## config.mk

```make
export PLATFORM = sky130hd
export DESIGN_NAME = wm8731_cfg_sched
export DESIGN_NICKNAME = d
export VERILOG_FILES = /design/src/rtl/wm8731_cfg_sched.sv
export SDC_FILE = /design/constraint.sdc
export NUM_CORES = 1
export LEC_CHECK = 0
export BUFFER_PORTS_ARGS = -buffer_cell sky130_fd_sc_hd__buf_2
export CAP_MARGIN = 20
export CORE_MARGIN = 10
export CORE_UTILIZATION = 53
export DETAILED_ROUTE_END_ITERATION = 8
export HOLD_SLACK_MARGIN = 0.05
export PLACE_DENSITY = 0.78
export RECOVER_POWER = 50
export SETUP_SLACK_MARGIN = 0.2
export SLEW_MARGIN = 20
export SYNTH_ARGS = -nofsm -noshare
export SYNTH_HDL_FRONTEND = slang
export SYNTH_SLANG_ARGS = --single-unit
```

## constraint.sdc

```tcl
create_clock -name iCLK_50 -period 5.49 [get_ports iCLK_50]
set_clock_uncertainty 0.2 [all_clocks]
set_input_delay 1.647 -clock iCLK_50 [delete_from_list [all_inputs] [get_ports iCLK_50]]
set_output_delay 1.647 -clock iCLK_50 [all_outputs]
set_load 0.01 [all_outputs]
```

## src/rtl/wm8731_cfg_sched.sv

```systemverilog
// WM8731 control-port scheduler: replays the codec boot table after reset, then
// serves round-robin single-register writes through the shared I2C controller.
module wm8731_cfg_sched #(
  parameter int         NREQ        = 4,
  parameter logic [7:0] DEV_ADDR    = 8'h34,
  parameter int         MAX_TRY     = 3,
  parameter int         TIMEOUT_CYC = 100000,
  parameter int         BOOT_LEN    = 9
) (
  input  logic              iCLK_50,
  input  logic              iRST_N,
  input  logic [NREQ-1:0]   iReq,
  input  logic [7*NREQ-1:0] iReqAddr,
  input  logic [9*NREQ-1:0] iReqData,
  output logic [NREQ-1:0]   oGrant,
  output logic [NREQ-1:0]   oDone,
  output logic              oErr,
  output logic              oBootDone,
  output logic              oBootErr,
  output logic              oBusy,
  output logic [23:0]       oI2C_DATA,
  output logic              oI2C_GO,
  input  logic              iI2C_END,
  input  logic              iI2C_ACK
);
  localparam int IW = (NREQ > 1) ? $clog2(NREQ) : 1;
  localparam int CW = (TIMEOUT_CYC > 1) ? $clog2(TIMEOUT_CYC) : 1;
  localparam int TW = $clog2(MAX_TRY + 1);
  localparam int BW = $clog2(BOOT_LEN + 1);

  localparam logic [CW-1:0]   CNT_LAST  = CW'(TIMEOUT_CYC - 1);
  localparam logic [TW-1:0]   TRY_LAST  = TW'(MAX_TRY);
  localparam logic [BW-1:0]   BOOT_LAST = BW'(BOOT_LEN - 1);
  localparam logic [BW-1:0]   BOOT_END  = BW'(BOOT_LEN);
  localparam logic [IW-1:0]   PTR_LAST  = IW'(NREQ - 1);
  localparam logic [NREQ-1:0] ONE_HOT0  = NREQ'(1);

  typedef enum logic [2:0] {
    S_IDLE     = 3'd0,
    S_ISSUE    = 3'd1,
    S_WAIT_END = 3'd2,
    S_RELEASE  = 3'd3,
    S_DONE     = 3'd4
  } state_t;

  state_t          state_r;
  logic [BW-1:0]   boot_idx_r;
  logic [IW-1:0]   rr_ptr_r;
  logic [IW-1:0]   cur_idx_r;
  logic [TW-1:0]   try_r;
  logic [CW-1:0]   cnt_r;
  logic            fail_r;
  logic            from_boot_r;
  logic            end_meta_r;
  logic            end_sync_r;
  logic            ack_meta_r;
  logic            ack_sync_r;

  logic            boot_pending_s;
  logic            pick_vld_s;
  logic [IW-1:0]   pick_s;
  int              pick_i_s;
  int              cand_s;
  logic [15:0]     pick_word_s;

  // {register address, register data} for each boot table entry
  function automatic logic [15:0] boot_entry(input logic [BW-1:0] idx);
    logic [15:0] e;
    case (idx)
      BW'(0):  e = {7'd15, 9'h000};
      BW'(1):  e = {7'd0,  9'h018};
      BW'(2):  e = {7'd1,  9'h018};
      BW'(3):  e = {7'd4,  9'h012};
      BW'(4):  e = {7'd5,  9'h007};
      BW'(5):  e = {7'd6,  9'h002};
      BW'(6):  e = {7'd7,  9'h040};
      BW'(7):  e = {7'd8,  9'h000};
      BW'(8):  e = {7'd9,  9'h001};
      default: e = 16'h0000;
    endcase
    return e;
  endfunction

  assign boot_pending_s = (boot_idx_r < BOOT_END);
  assign pick_word_s    = {iReqAddr[pick_i_s*7 +: 7], iReqData[pick_i_s*9 +: 9]};

  // round-robin search: first asserted request at or after the pointer, wrapping
  always_comb begin
    pick_vld_s = 1'b0;
    pick_s     = '0;
    pick_i_s   = 0;
    cand_s     = 0;
    for (int k = 0; k < NREQ; k++) begin
      cand_s = int'(rr_ptr_r) + k;
      if (cand_s >= NREQ) begin
        cand_s = cand_s - NREQ;
      end else begin
        cand_s = cand_s;
      end
      if (!pick_vld_s && iReq[cand_s]) begin
        pick_vld_s = 1'b1;
        pick_s     = IW'(cand_s);
        pick_i_s   = cand_s;
      end else begin
        pick_vld_s = pick_vld_s;
      end
    end
  end

  // END/ACK arrive from the slow I2C clock domain
  always_ff @(posedge iCLK_50 or negedge iRST_N) begin
    if (!iRST_N) begin
      end_meta_r <= 1'b0;
      end_sync_r <= 1'b0;
      ack_meta_r <= 1'b0;
      ack_sync_r <= 1'b0;
    end else begin
      end_meta_r <= iI2C_END;
      end_sync_r <= end_meta_r;
      ack_meta_r <= iI2C_ACK;
      ack_sync_r <= ack_meta_r;
    end
  end

  // transfer sequencing, retry/timeout handling and all registered outputs
  always_ff @(posedge iCLK_50 or negedge iRST_N) begin
    if (!iRST_N) begin
      state_r     <= S_IDLE;
      boot_idx_r  <= '0;
      rr_ptr_r    <= '0;
      cur_idx_r   <= '0;
      try_r       <= '0;
      cnt_r       <= '0;
      fail_r      <= 1'b0;
      from_boot_r <= 1'b0;
      oGrant      <= '0;
      oDone       <= '0;
      oErr        <= 1'b0;
      oBootDone   <= 1'b0;
      oBootErr    <= 1'b0;
      oBusy       <= 1'b0;
      oI2C_DATA   <= 24'h000000;
      oI2C_GO     <= 1'b0;
    end else begin
      oGrant <= '0;
      oDone  <= '0;
      oErr   <= 1'b0;
      case (state_r)
        S_IDLE: begin
          if (boot_pending_s) begin
            oI2C_DATA   <= {DEV_ADDR, boot_entry(boot_idx_r)};
            from_boot_r <= 1'b1;
            try_r       <= TW'(1);
            oBusy       <= 1'b1;
            state_r     <= S_ISSUE;
          end else if (pick_vld_s) begin
            oI2C_DATA   <= {DEV_ADDR, pick_word_s};
            from_boot_r <= 1'b0;
            cur_idx_r   <= pick_s;
            oGrant      <= ONE_HOT0 << pick_s;
            rr_ptr_r    <= (pick_s == PTR_LAST) ? '0 : pick_s + IW'(1);
            try_r       <= TW'(1);
            oBusy       <= 1'b1;
            state_r     <= S_ISSUE;
          end
        end
        S_ISSUE: begin
          oI2C_GO <= 1'b1;
          cnt_r   <= '0;
          state_r <= S_WAIT_END;
        end
        S_WAIT_END: begin
          if (end_sync_r) begin
            oI2C_GO <= 1'b0;
            fail_r  <= ack_sync_r;
            cnt_r   <= '0;
            state_r <= S_RELEASE;
          end else if (cnt_r == CNT_LAST) begin
            oI2C_GO <= 1'b0;
            fail_r  <= 1'b1;
            cnt_r   <= '0;
            state_r <= S_RELEASE;
          end else begin
            cnt_r <= cnt_r + CW'(1);
          end
        end
        S_RELEASE: begin
          // a stuck-high END must not wedge the scheduler, so this wait is bounded too
          if (!end_sync_r || (cnt_r == CNT_LAST)) begin
            if (fail_r && (try_r < TRY_LAST)) begin
              try_r   <= try_r + TW'(1);
              state_r <= S_ISSUE;
            end else begin
              state_r <= S_DONE;
            end
          end else begin
            cnt_r <= cnt_r + CW'(1);
          end
        end
        S_DONE: begin
          if (from_boot_r) begin
            if (fail_r) begin
              oBootErr <= 1'b1;
            end
            if (boot_idx_r == BOOT_LAST) begin
              oBootDone <= 1'b1;
            end
            boot_idx_r <= boot_idx_r + BW'(1);
          end else begin
            oDone <= ONE_HOT0 << cur_idx_r;
            oErr  <= fail_r;
          end
          oBusy   <= 1'b0;
          state_r <= S_IDLE;
        end
        default: begin
          oI2C_GO <= 1'b0;
          oBusy   <= 1'b0;
          state_r <= S_IDLE;
        end
      endcase
    end
  end

endmodule

```

Word level (Yosys, flattened, before mapping)
Memory sizes are Yosys's and may differ from the RTL's.
Cells that the tools add are included.

storage, ports and cells
  register bits after elaboration = 73
  ROM bits = 160
  logic and storage cells = 154
  memories kept = 1

cells by class
  add/sub/neg operators = 11
  multipliers = 2
  $lt $le $gt $ge = 10
  equality and inequality tests = 12
  shifts and indexed selects = 4
  mux-type cells = 64
  bitwise gates (word level) = 3
  reduce and logical (&&, ||, !) cells = 27

memory list
  name              words  width  read ports  clocked after Yosys merged registers in  write ports  line  source
  (name not given)  16     10     1           0                                        0            69    case (idx)

operator list
  cell                                                                    count
  32-bit two-way mux                                                      8
  32-bit by 4-bit < comparator with 1-bit output (second input constant)  4
  17-bit two-way mux                                                      3
  17-bit one-hot mux with 3 select lines                                  1
  24-bit two-way mux                                                      2
  36-bit by 32-bit indexed part select with 9-bit output                  1
  32-bit by 4-bit multiplier with 32-bit output (second input constant)   1
  32-bit by 5-bit multiplier with 32-bit output (second input constant)   1
  28-bit by 32-bit indexed part select with 7-bit output                  1
  1-bit two-way mux                                                       22
  4-bit two-way mux                                                       5
  2-bit two-way mux                                                       9
  3-bit two-way mux                                                       6
  17-bit by 1-bit adder with 17-bit output (second input constant)        1
  17-bit == test (second input constant)                                  1
  3-bit one-hot mux with 4 select lines                                   1
  2-bit AND reduction                                                     6
  3-bit AND reduction                                                     4
  3-bit by 3-bit subtractor with 4-bit output (second input constant)     3
  3-bit greater-or-equal comparator (second input constant)               3
  1-bit binary-select mux with 2-bit select                               4
  1-bit by 2-bit left shift with 4-bit output (first input constant)      2
  2-bit by 2-bit adder with 3-bit output (second input constant)          2
  3-bit by 2-bit == test with 1-bit output (second input constant)        2
  other kinds (25)                                                        40

Logic depth before layout (Yosys ltp)
Gate-level depths: netlist of the first run.

  depth in word-level cells = 19
  depth in mapped cells = 26

Worst setup path before layout of the first run
No wires, ideal clock.

  kind = input-to-reg
  from = input port iReq[0]
  to = register oI2C_DATA[13]
  library setup time = 0.127 ns
  data arrival time = 6.258 ns
  required time = 5.163 ns
  setup slack = -1.096 ns
  stages on the path = 17
  buffers on the path = 5
  cell sequence = mux4_2 > nor2b_4 > or4_1 > buf_2 > nand3_4 > buf_1 > inv_1 > ha_1 > ha_1 > xor2_1 > clkbuf_1 > clkbuf_1 > buf_1 > mux2i_1 > nor3_1 > o41ai_1 > o21ai_1

between the ends
  word-level cells in the longest chain between the ends = 17
  elaborated cells between the ends (all ways) = 32

RTL lines
  element                                                 line  source
  start: declaration                                      12    input logic [NREQ-1:0] iReq,
  1-bit binary-select mux with 2-bit select               100   if (!pick_vld_s && iReq[cand_s]) begin
  1-bit two-way mux (not written as such) (2 in a row)    100
  1-bit two-way mux                                       100
  1-bit zero test                                         100
  1-bit logical AND                                       100
  1-bit two-way mux                                       100
  1-bit zero test                                         100
  1-bit logical AND                                       100
  1-bit two-way mux                                       100
  1-bit zero test                                         100
  1-bit logical AND                                       100
  32-bit two-way mux                                      100
  32-bit by 4-bit multiplier with 32-bit output           85    assign pick_word_s = {iReqAddr[pick_i_s*7 +: 7], iReqData[pick_i_s*9 +: 9]};
  28-bit by 32-bit indexed part select with 7-bit output  85
  24-bit two-way mux                                      156   end else if (pick_vld_s) begin
  24-bit two-way mux                                      150   if (boot_pending_s) begin
  end signal: assignment                                  151   oI2C_DATA <= {DEV_ADDR, boot_entry(boot_idx_r)};
  end signal: assignment                                  157   oI2C_DATA <= {DEV_ADDR, pick_word_s};
  end: declaration                                        21    output logic [23:0] oI2C_DATA,

Parallel ways exist; a longest one is shown, timed or not. The select of a mux whose other input is x is not followed.
A chain may end at the register's enable or synchronous reset.

Final worst setup path of the first run
  from = input port iReq[2]
  to = register oI2C_DATA[15]

Same word-level chain as after synthesis.

==> results.json, run 1 <==
{
  "fin_crit_sh_pct": 100.1,
  "cts_root_buf": "clkbuf_16",
  "synth_top_flop_cell": "dfrtp_1",
  "post-route-util_pct": 70.97,
  "place.gp.congestion": 1.028,
  "numCtsBuffers": 9,
  "grtUsageTotal_pct": 26.00,
  "vdd_drop_max_mv": 0.2071,
  "avgSynthCellArea_sq_um": 8.635,
  "dpl.cell_count": 1159,
  "insertion_delay_ps": 330,
  "clkPwrFrac_pct": 25.8,
  "cts.clk_slew.worst_paths_ps": 60,
  "p_int_w": 0.001532,
  "fillCellCount": 1037,
  "setup_viol": 1,
  "die-width_um": 136.2,
  "nets": 1106,
  "p_sw_w": 0.001016,
  "netlist.area_leader.share_pct": 23.07,
  "static-leakage-power_nw": 4.239,
  "wirelength_um": 24870,
  "hpwl_um": 18860,
  "rows": 42,
  "grt_overflow": 0,
  "power.density_nw_per_um2": 271.1,
  "routedWlPerCell_um": 20.91,
  "drc": 0,
  "crit_top_cell": "buf_4",
  "finalPower_w": 0.002548,
  "synth_warnings": 0,
  "clock-sinks": 66,
  "async_reset_ff_share_pct": 100.0,
  "switching_share_pct": 39.88,
  "crit_required_ps": 5510,
  "max_stage_delay_ps": 610,
  "instances_no_fill": 1189,
  "path_cells": "buf_8 -> mux4_2 -> or4b_4 -> a21o_4 -> nand2_4 -> ha_4 -> xnor2_4 -> xnor2_2 -> buf_4 -> fa_2 -> clkinv_4 -> buf_4 -> buf_4 -> nand4_1 -> buf_4 -> o22ai_1 -> a221o_1",
  "slew_viol_final": 69,
  "grt_max_degree": 47,
  "core-area_sq_um": 13240,
  "crit_family": "adder cells",
  "worst_pin_slew_ps": 2022,
  "antenna_cells": 0,
  "maxCapViolations": 2,
  "min-delay-start": "ack_meta_r",
  "synth_edf_count": 0,
  "vias_per_cell": 6.528,
  "ios": 109,
  "port_buffers": 103,
  "startpoint_type": "input pin",
  "synth-seq-cells": 66,
  "drive_gt1_share_pct": 35.04,
  "drtIter0Drc": 870,
  "synth.cell_area_sq_um": 7158,
  "place_ws_ps": -329.5,
  "critPathLaunch": "iReq[2]",
  "antenna_found_initial": 0,
  "violations": "capacitance limit, slew limit, setup timing",
  "finalHoldViolations": 0,
  "vias": 7762,
  "holdWs_ps": 147.1,
  "cp.arrival_ps": 5510,
  "end_kind": "register",
  "yosysSeqAreaShare_pct": 23.07,
  "cts_tree": "done",
  "area_growth_syn_to_layout_pct": 31.29,
  "drt_first_pass_iters": 5,
  "path_buf_inv": 6,
  "cts_max_level": 3,
  "rsz0062_at_grt": "yes",
  "period_needed_ps": 5498,
  "crit_fanout": 6,
  "cp_slowest_cell": "fa_2",
  "hold_buffers": 0,
  "grt_pass1_vias": 7546,
  "r2r-start": "rr_ptr_r[0]",
  "die_y_um": 136.2,
  "die_area_sq_um": 18550,
  "finalWorstSetupSlack_ps": -7.563,
  "grt_first_pass_wirelength_um": 39440,
  "combPwrFrac_pct": 48.6,
  "crit_type": "in -> reg",
  "yosysUniqueCellTypes": 87,
  "outcome": "finished with violations",
  "start_util_pct": 54.05,
  "yosysTopAreaCell": "dfrtp_1",
  "hold_class": "reg -> reg",
  "yosys-top-cells-area": "dfrtp_1, mux2i_1, mux4_2",
  "synth_cells": 829,
  "timing.fmax_mhz": 181.9,
  "ant_nets": 0,
  "max_slew_margin_pct": -34.79,
  "power.share.sequential_pct": 25.6,
  "cts_buffer_depth": 2
}
-- Yosys cell counts, types with 5 or more instances --
library cell	count
nand4_1	15
nand4b_1	5
inv_1	20
buf_4	10
or3_1	6
and3_1	12
o22ai_1	10
o2111ai_1	5
nand2b_1	10
mux2i_1	70
nand3_1	29
xnor2_1	15
dfrtp_1	66
nand2_1	80
o21ai_0	32
and4_1	5
nor4_1	6
a31oi_1	13
mux2_2	15
o21ai_1	8
o211ai_1	11
mux4_2	25
a22o_1	5
o221ai_1	5
buf_2	15
nor2_1	56
xor2_1	15
a211o_1	6
o21a_1	5
a221oi_1	6
a21oi_1	43
nor3_1	22
nor2b_1	9
clkbuf_1	33
and2_1	10
a211oi_1	9
ha_1	24
-- layer usage --
metal  share of wire [%]  track usage, %  up-vias
met5                   0               0        -
met4                 2.0           6.686        0
met3                 9.5           4.465       55
met2                  47           42.31      454
met1                  42           34.95     3735
li1                    -               -     3518
-- flip-flops by register name, summed over array words and instances, names as in the netlist, 2 cells and up --
signal / cells
cnt_r: 17
oI2C_DATA: 17
boot_idx_r: 4
oDone: 4
oGrant: 4
state_r: 3
cur_idx_r: 2
rr_ptr_r: 2
try_r: 2
-- layout make-up --
type,count,area (sq um),share of cell area (%)
multi-input combinational,678,5530,58.85
sequential,66,1652,17.57
timing repair buffer,228,1549,16.48
clock buffer,10,229.0,2.436
tap,176,220.2,2.343
clock inverter,6,115.1,1.225
inverter,25,102.6,1.092
-- final timing paths --
path	to	slack, ps	cells after the start
worst min register to register	ack_sync_r	150	0
worst max-delay path	oI2C_DATA[15]	-8	17
min in group asynchronous	oDone[3]	1510	1
max in group asynchronous	oI2C_DATA[20]	990	2
worst max register to register	oI2C_DATA[15]	430	18
worst min-delay path	ack_sync_r	150	0
-- layout by cell type, fill, tap and decap left out, types with 11 or more instances in the layout --
master	instances
o211ai_1	11
o21ai_0	30
inv_1	20
xor2_1	13
nand2_1	76
mux2_2	15
dfrtp_1	66
nand4_1	15
a21oi_1	41
a31oi_1	13
mux2i_1	70
ha_1	16
nor2_1	52
mux4_2	25
nand3_1	28
buf_4	114
nor3_1	19
buf_2	98
-- power by group through the flow --
stage / combinational [W] / clock [W] / sequential [W]
after floorplan: 0.000789 / 0 / 0.000640
after global placement: 0.00114 / 0 / 0.000653
after detailed placement: 0.00116 / 0 / 0.000655
after CTS: 0.00118 / 0.000663 / 0.000649
after global routing: 0.00135 / 0.000688 / 0.000662
final: 0.00124 / 0.000657 / 0.000652
-- logic make-up after synthesis --
family / synth area share [%]
flops: 23.07
fa+ha+maj: 4.754
mux: 20.22
xor+xnor: 4.055
compound gates: 22.08
simple gates: 19.87
other cells: 0.05239
buf+inv: 5.891
-- what timing repair did --
action | CTS | global route
setup buffers | 4 | 10
pin swaps | 8 | 27
setup endpoints to repair | 13 | 15
resized for setup | 24 | 32
hold endpoints to repair | 0 | 0
-- stage by stage --
stage | setup TNS [ps] | instance area [sq um]
after global placement | -1995 | 8701
after global routing | -571.2 | 9398
after detailed placement | -3113 | 8701
after floorplan | -2875 | 7510
after CTS | 0 | 9159
final | -7.563 | 9398
No activity file was read; power rests on OpenSTA's default activity.
==> inputs of run 2 (changes only) <==
--- a/config.mk
+++ b/config.mk
@@ -11,7 +11,7 @@
 export CORE_UTILIZATION = 53
 export DETAILED_ROUTE_END_ITERATION = 8
 export HOLD_SLACK_MARGIN = 0.05
-export PLACE_DENSITY = 0.78
+export PLACE_DENSITY = 0.83
 export RECOVER_POWER = 50
 export SETUP_SLACK_MARGIN = 0.2
 export SLEW_MARGIN = 20
==> run 2 against run 1 <==
- the run ends with capacitance limit, slew limit left
- power fell by 5.1%
- global-route usage rose by 0.33 points
- design area is essentially flat
- cell count is 0.25% higher
- critical path type unchanged
- sequential share of layout area barely moved
==> results.json, run 2 (same netlist as run 1, synthesis figures left out) <==
{
  "crit_type": "in -> reg",
  "fin_crit_sh_pct": 99.42,
  "path_cells": "buf_8 -> mux4_2 -> or4b_1 -> a21o_4 -> nand2_4 -> ha_4 -> xnor2_4 -> xnor2_2 -> buf_4 -> fa_2 -> clkinv_4 -> mux4_2 -> mux2_2 -> a211o_1 -> a31oi_1",
  "hold_class": "reg -> reg",
  "ant_nets": 0,
  "place.gp.congestion": 0.9821,
  "numCtsBuffers": 9,
  "die-width_um": 136.2,
  "core-area_sq_um": 13240,
  "static-leakage-power_nw": 4.191,
  "vias": 7908,
  "cp.arrival_ps": 5510,
  "cts_tree": "done",
  "max_stage_delay_ps": 600,
  "period_needed_ps": 5458,
  "violations": "capacitance limit, slew limit",
  "cts_buffer_depth": 2,
  "clock-sinks": 66,
  "outcome": "finished with violations",
  "cts_max_level": 3,
  "path_buf_inv": 3,
  "routedWlPerCell_um": 21.84,
  "setup_viol": 0,
  "grt_overflow": 0,
  "grt_max_degree": 47,
  "drtIter0Drc": 912,
  "max_slew_margin_pct": -44.85,
  "ff_latch_area_sq_um": 1652,
  "crit_top_cell": "mux4_2",
  "maxCapViolations": 1,
  "area_growth_syn_to_layout_pct": 31.18,
  "finalHoldViolations": 0,
  "grt_pass1_vias": 7502,
  "die_area_sq_um": 18550,
  "crit_fanout": 6,
  "final_common_cell": "buf_4",
  "antenna_cells": 0,
  "reg.largest.list": "cnt_r x17, oI2C_DATA x17",
  "cts_root_buf": "clkbuf_16",
  "fillCellCount": 1050,
  "post-route-util_pct": 70.91,
  "grt_first_pass_wirelength_um": 39560,
  "mostFrequentLayoutCells": "buf_4, buf_2, nand2_1",
  "vias_per_cell": 6.634,
  "die_y_um": 136.2,
  "end_kind": "register",
  "power.density_nw_per_um2": 257.6,
  "hold_buffers": 0,
  "hpwl_um": 19170,
  "port_buffers": 103,
  "wirelength_um": 26030,
  "grtUsageTotal_pct": 26.34,
  "holdWs_ps": 165.6,
  "cp_slowest_cell": "fa_2",
  "ios": 109,
  "drc": 0,
  "drt_first_pass_iters": 6,
  "antenna_found_initial": 0,
  "multi_input_area_sq_um": 5578,
  "worst_pin_slew_ps": 2173,
  "startpoint_type": "input pin",
  "nets": 1109,
  "start_util_pct": 54.05,
  "rsz0062_at_grt": "yes",
  "drive_gt1_share_pct": 34.55,
  "vdd_drop_max_mv": 0.1534,
  "slew_viol_final": 42,
  "crit_family": "multiplexers",
  "timing.fmax_mhz": 183.2,
  "crit_required_ps": 5540,
  "cts.clk_slew.worst_paths_ps": 50,
  "rows": 42,
  "setup_tns_ps": 0,
  "insertion_delay_ps": 330
}
[run 2: timing repair]
item,in CTS,in global routing
gates resized for setup,26,42
pin swaps,13,26
buffers inserted,5,17
endpoints found under the setup margin,14,16
[run 2: per-stage QoR]
step	instance area, sq um	power (W)	setup WS (ps)	instances
after floorplan	7510	0.001430	-427.7	833
after global placement	8651	0.001783	-191.6	1154
after detailed placement	8651	0.001805	-390.9	1154
after CTS	9080	0.002365	178.8	1175
after global routing	9390	0.002545	-84.38	1192
final	9390	0.002419	31.84	1192
[run 2: path summary, 6_finish.rpt]
check | end | slack [ps] | startpoint | depth (start not counted)
worst max-delay path | oI2C_DATA[12] | 30 | iReq[2] | 15
worst min-delay path | end_sync_r | 170 | end_meta_r | 0
worst max register to register | oI2C_DATA[12] | 460 | rr_ptr_r[0] | 16
worst min register to register | end_sync_r | 170 | end_meta_r | 0
max in group asynchronous | boot_idx_r[3] | 1190 | iRST_N | 2
min in group asynchronous | oBusy | 1760 | iRST_N | 1
[run 2: layout make-up]
type | instances | share of cell area, %
Clock buffer | 11 | 2.585
Clock inverter | 5 | 0.3198
Inverter | 25 | 1.093
Multi-Input combinational cell | 678 | 59.40
Sequential cell | 66 | 17.59
Tap cell | 176 | 2.345
Timing Repair Buffer | 231 | 16.67
[run 2: worst register-to-register path, delay by kind of cell (launching register included)]
kind | cells | cell delay [ps]
multiplexers | 3 | 940
flip-flops | 1 | 570
buffers and inverters | 3 | 350
adder cells (fa/ha/maj) | 3 | 1250
AND/OR/NAND/NOR | 2 | 610
AO/OA/AOI/OAI | 3 | 720
XOR/XNOR | 2 | 300
[run 2: per-layer routing]
layer	track usage (%)	share of wire, %
met1	35.15	41
met2	42.71	46
met3	4.834	9.2
met4	7.278	3.5
met5	0	0
[run 2: power by group]
part	total, W	internal, W	switching [W]
registers	0.000657	0.000569	0.0000876
clock network	0.000529	0.000315	0.000214
logic	0.00123	0.000509	0.000724
total	0.00242	0.00139	0.00103
==> inputs of run 3 (changes only) <==
--- a/config.mk
+++ b/config.mk
@@ -8,10 +8,10 @@
 export BUFFER_PORTS_ARGS = -buffer_cell sky130_fd_sc_hd__buf_2
 export CAP_MARGIN = 20
 export CORE_MARGIN = 10
-export CORE_UTILIZATION = 53
+export CORE_UTILIZATION = 50
 export DETAILED_ROUTE_END_ITERATION = 8
-export HOLD_SLACK_MARGIN = 0.05
-export PLACE_DENSITY = 0.83
+export HOLD_SLACK_MARGIN = 0.1
+export PLACE_DENSITY = 0.79
 export RECOVER_POWER = 50
 export SETUP_SLACK_MARGIN = 0.2
 export SLEW_MARGIN = 20
==> run 3 against run 2 <==
- the run still ends with capacitance limit, slew limit left
- design area decreased by 2.4%
- via count decreased by 1.3%
- non-clock buffer count decreased by 15
- wire length decreased by 4.9%
- cell count decreased by 1.0%
- sequential power decreased by 0.6%
- die area increased by 5.1%
- critical path type unchanged
- critical endpoint is now oI2C_DATA[4]
- largest cell class unchanged
==> results.json, run 3 (same netlist as run 1, synthesis figures left out) <==
{
  "hold_buffers": 0,
  "power.density_nw_per_um2": 261.4,
  "place.gp.congestion": 1.025,
  "hold_class": "reg -> reg",
  "grt_pass1_vias": 7548,
  "grt_max_degree": 47,
  "cp.arrival_ps": 5400,
  "timing.fmax_mhz": 185.6,
  "vdd_drop_max_mv": 0.1485,
  "ios": 109,
  "crit_type": "in -> reg",
  "area_growth_syn_to_layout_pct": 28.05,
  "insertion_delay_ps": 320,
  "cts_root_buf": "clkbuf_16",
  "cts_buffer_depth": 2,
  "violations": "capacitance limit, slew limit",
  "drc": 0,
  "mostFrequentLayoutCells": "buf_4, buf_2, nand2_1",
  "finalHoldViolations": 0,
  "die_y_um": 139.7,
  "port_buffers": 103,
  "grt_first_pass_wirelength_um": 39640,
  "start_util_pct": 51.37,
  "worst_pin_slew_ps": 1834,
  "clock-sinks": 66,
  "hpwl_um": 18680,
  "vias_per_cell": 6.617,
  "fillCellCount": 1161,
  "core-area_sq_um": 13930,
  "cts.clk_slew.worst_paths_ps": 50,
  "ant_nets": 0,
  "drt_first_pass_iters": 5,
  "crit_fanout": 5,
  "rows": 43,
  "max_slew_margin_pct": -22.29,
  "slew_viol_final": 69,
  "routedWlPerCell_um": 20.98,
  "wirelength_um": 24760,
  "nets": 1094,
  "cts_max_level": 3,
  "drtIter0Drc": 866,
  "static-leakage-power_nw": 4.108,
  "startpoint_type": "input pin",
  "cts_tree": "done",
  "fin_crit_sh_pct": 98.12,
  "outcome": "finished with violations",
  "die-width_um": 139.7,
  "antenna_cells": 0,
  "post-route-util_pct": 65.78,
  "numCtsBuffers": 9,
  "antenna_found_initial": 0,
  "crit_required_ps": 5500,
  "drive_gt1_share_pct": 33.20,
  "maxCapViolations": 2,
  "reg.largest.list": "cnt_r x17, oI2C_DATA x17",
  "grt_overflow": 0,
  "final_common_cell": "buf_4",
  "end_kind": "register",
  "grtUsageTotal_pct": 23.94,
  "holdWs_ps": 158.2,
  "rsz0062_at_grt": "yes",
  "setup_viol": 0,
  "vias": 7808,
  "die_area_sq_um": 19500,
  "period_needed_ps": 5387
}
-- run 3: through the flow --
stage	cells	instance area (sq um)	power [W]	worst slack [ps]	TNS (ps)
final	1180	9166	0.002396	103.3	0
after floorplan	833	7510	0.001430	-427.7	-2875
after global placement	1155	8633	0.001786	-214.6	-1659
after CTS	1173	8971	0.002337	161.6	0
after detailed placement	1155	8633	0.001811	-296.2	-2520
after global routing	1180	9166	0.002534	-47.77	-199.9
-- run 3: worst max-delay path, stage by stage --
cell and delay [ps]:
buf_8 100, mux4_2 470, nor2b_4 140, or4_4 440, nand3_4 110, buf_6 120
inv_4 30, buf_4 120, buf_6 110, ha_4 210, ha_4 160, fa_2 370
xor2_2 320, and3_4 260, nand3_2 130, o311ai_1 360, a21oi_1 120, o32ai_2 160
-- run 3: path summary, 6_finish.rpt --
kind | from | depth (start not counted) | slack [ps] | end
min in group asynchronous | iRST_N | 1 | 1590 | ack_meta_r
worst min register to register | ack_meta_r | 0 | 160 | ack_sync_r
worst min-delay path | ack_meta_r | 0 | 160 | ack_sync_r
worst max-delay path | iReq[0] | 18 | 100 | oI2C_DATA[4]
worst max register to register | rr_ptr_r[1] | 20 | 650 | oI2C_DATA[4]
max in group asynchronous | iRST_N | 2 | 1040 | boot_idx_r[3]
-- run 3: repair_timing --
action                                 4_1_cts  5_1_grt
endpoints found under the hold margin        0        0
resized for setup                           15       32
setup endpoints to repair                    9       16
buffers inserted                             3        6
pin swaps                                   12       25
gates cloned                                 0        1
-- run 3: final cells by class --
cell class                 count  area (sq um)  share of cell area (%)
clock buffer                  10         239.0                   2.607
clock inverter                 5         31.28                  0.3413
inverter                      25         102.6                   1.119
multi-input combinational    678          5489                   59.88
sequential                    66          1652                   18.02
tap                          180         225.2                   2.457
timing repair buffer         216          1428                   15.57
-- run 3: power breakdown --
part           internal [W]  total [W]  leakage [nW]  switching, W
Sequential         0.000569   0.000653         0.849     0.0000840
Combinational      0.000515    0.00123          3.12      0.000714
Clock              0.000313   0.000514         0.134      0.000201
Total               0.00140    0.00240          4.11      0.000999
-- run 3: per-layer routing --
metal / vias to the layer above / track usage (%) / wire (um)
li1: 3490 / - / -
met1: 3699 / 31.70 / 10030
met2: 518 / 37.49 / 11180
met3: 101 / 5.138 / 2470
met4: 0 / 8.641 / 1073
met5: - / 0 / 0
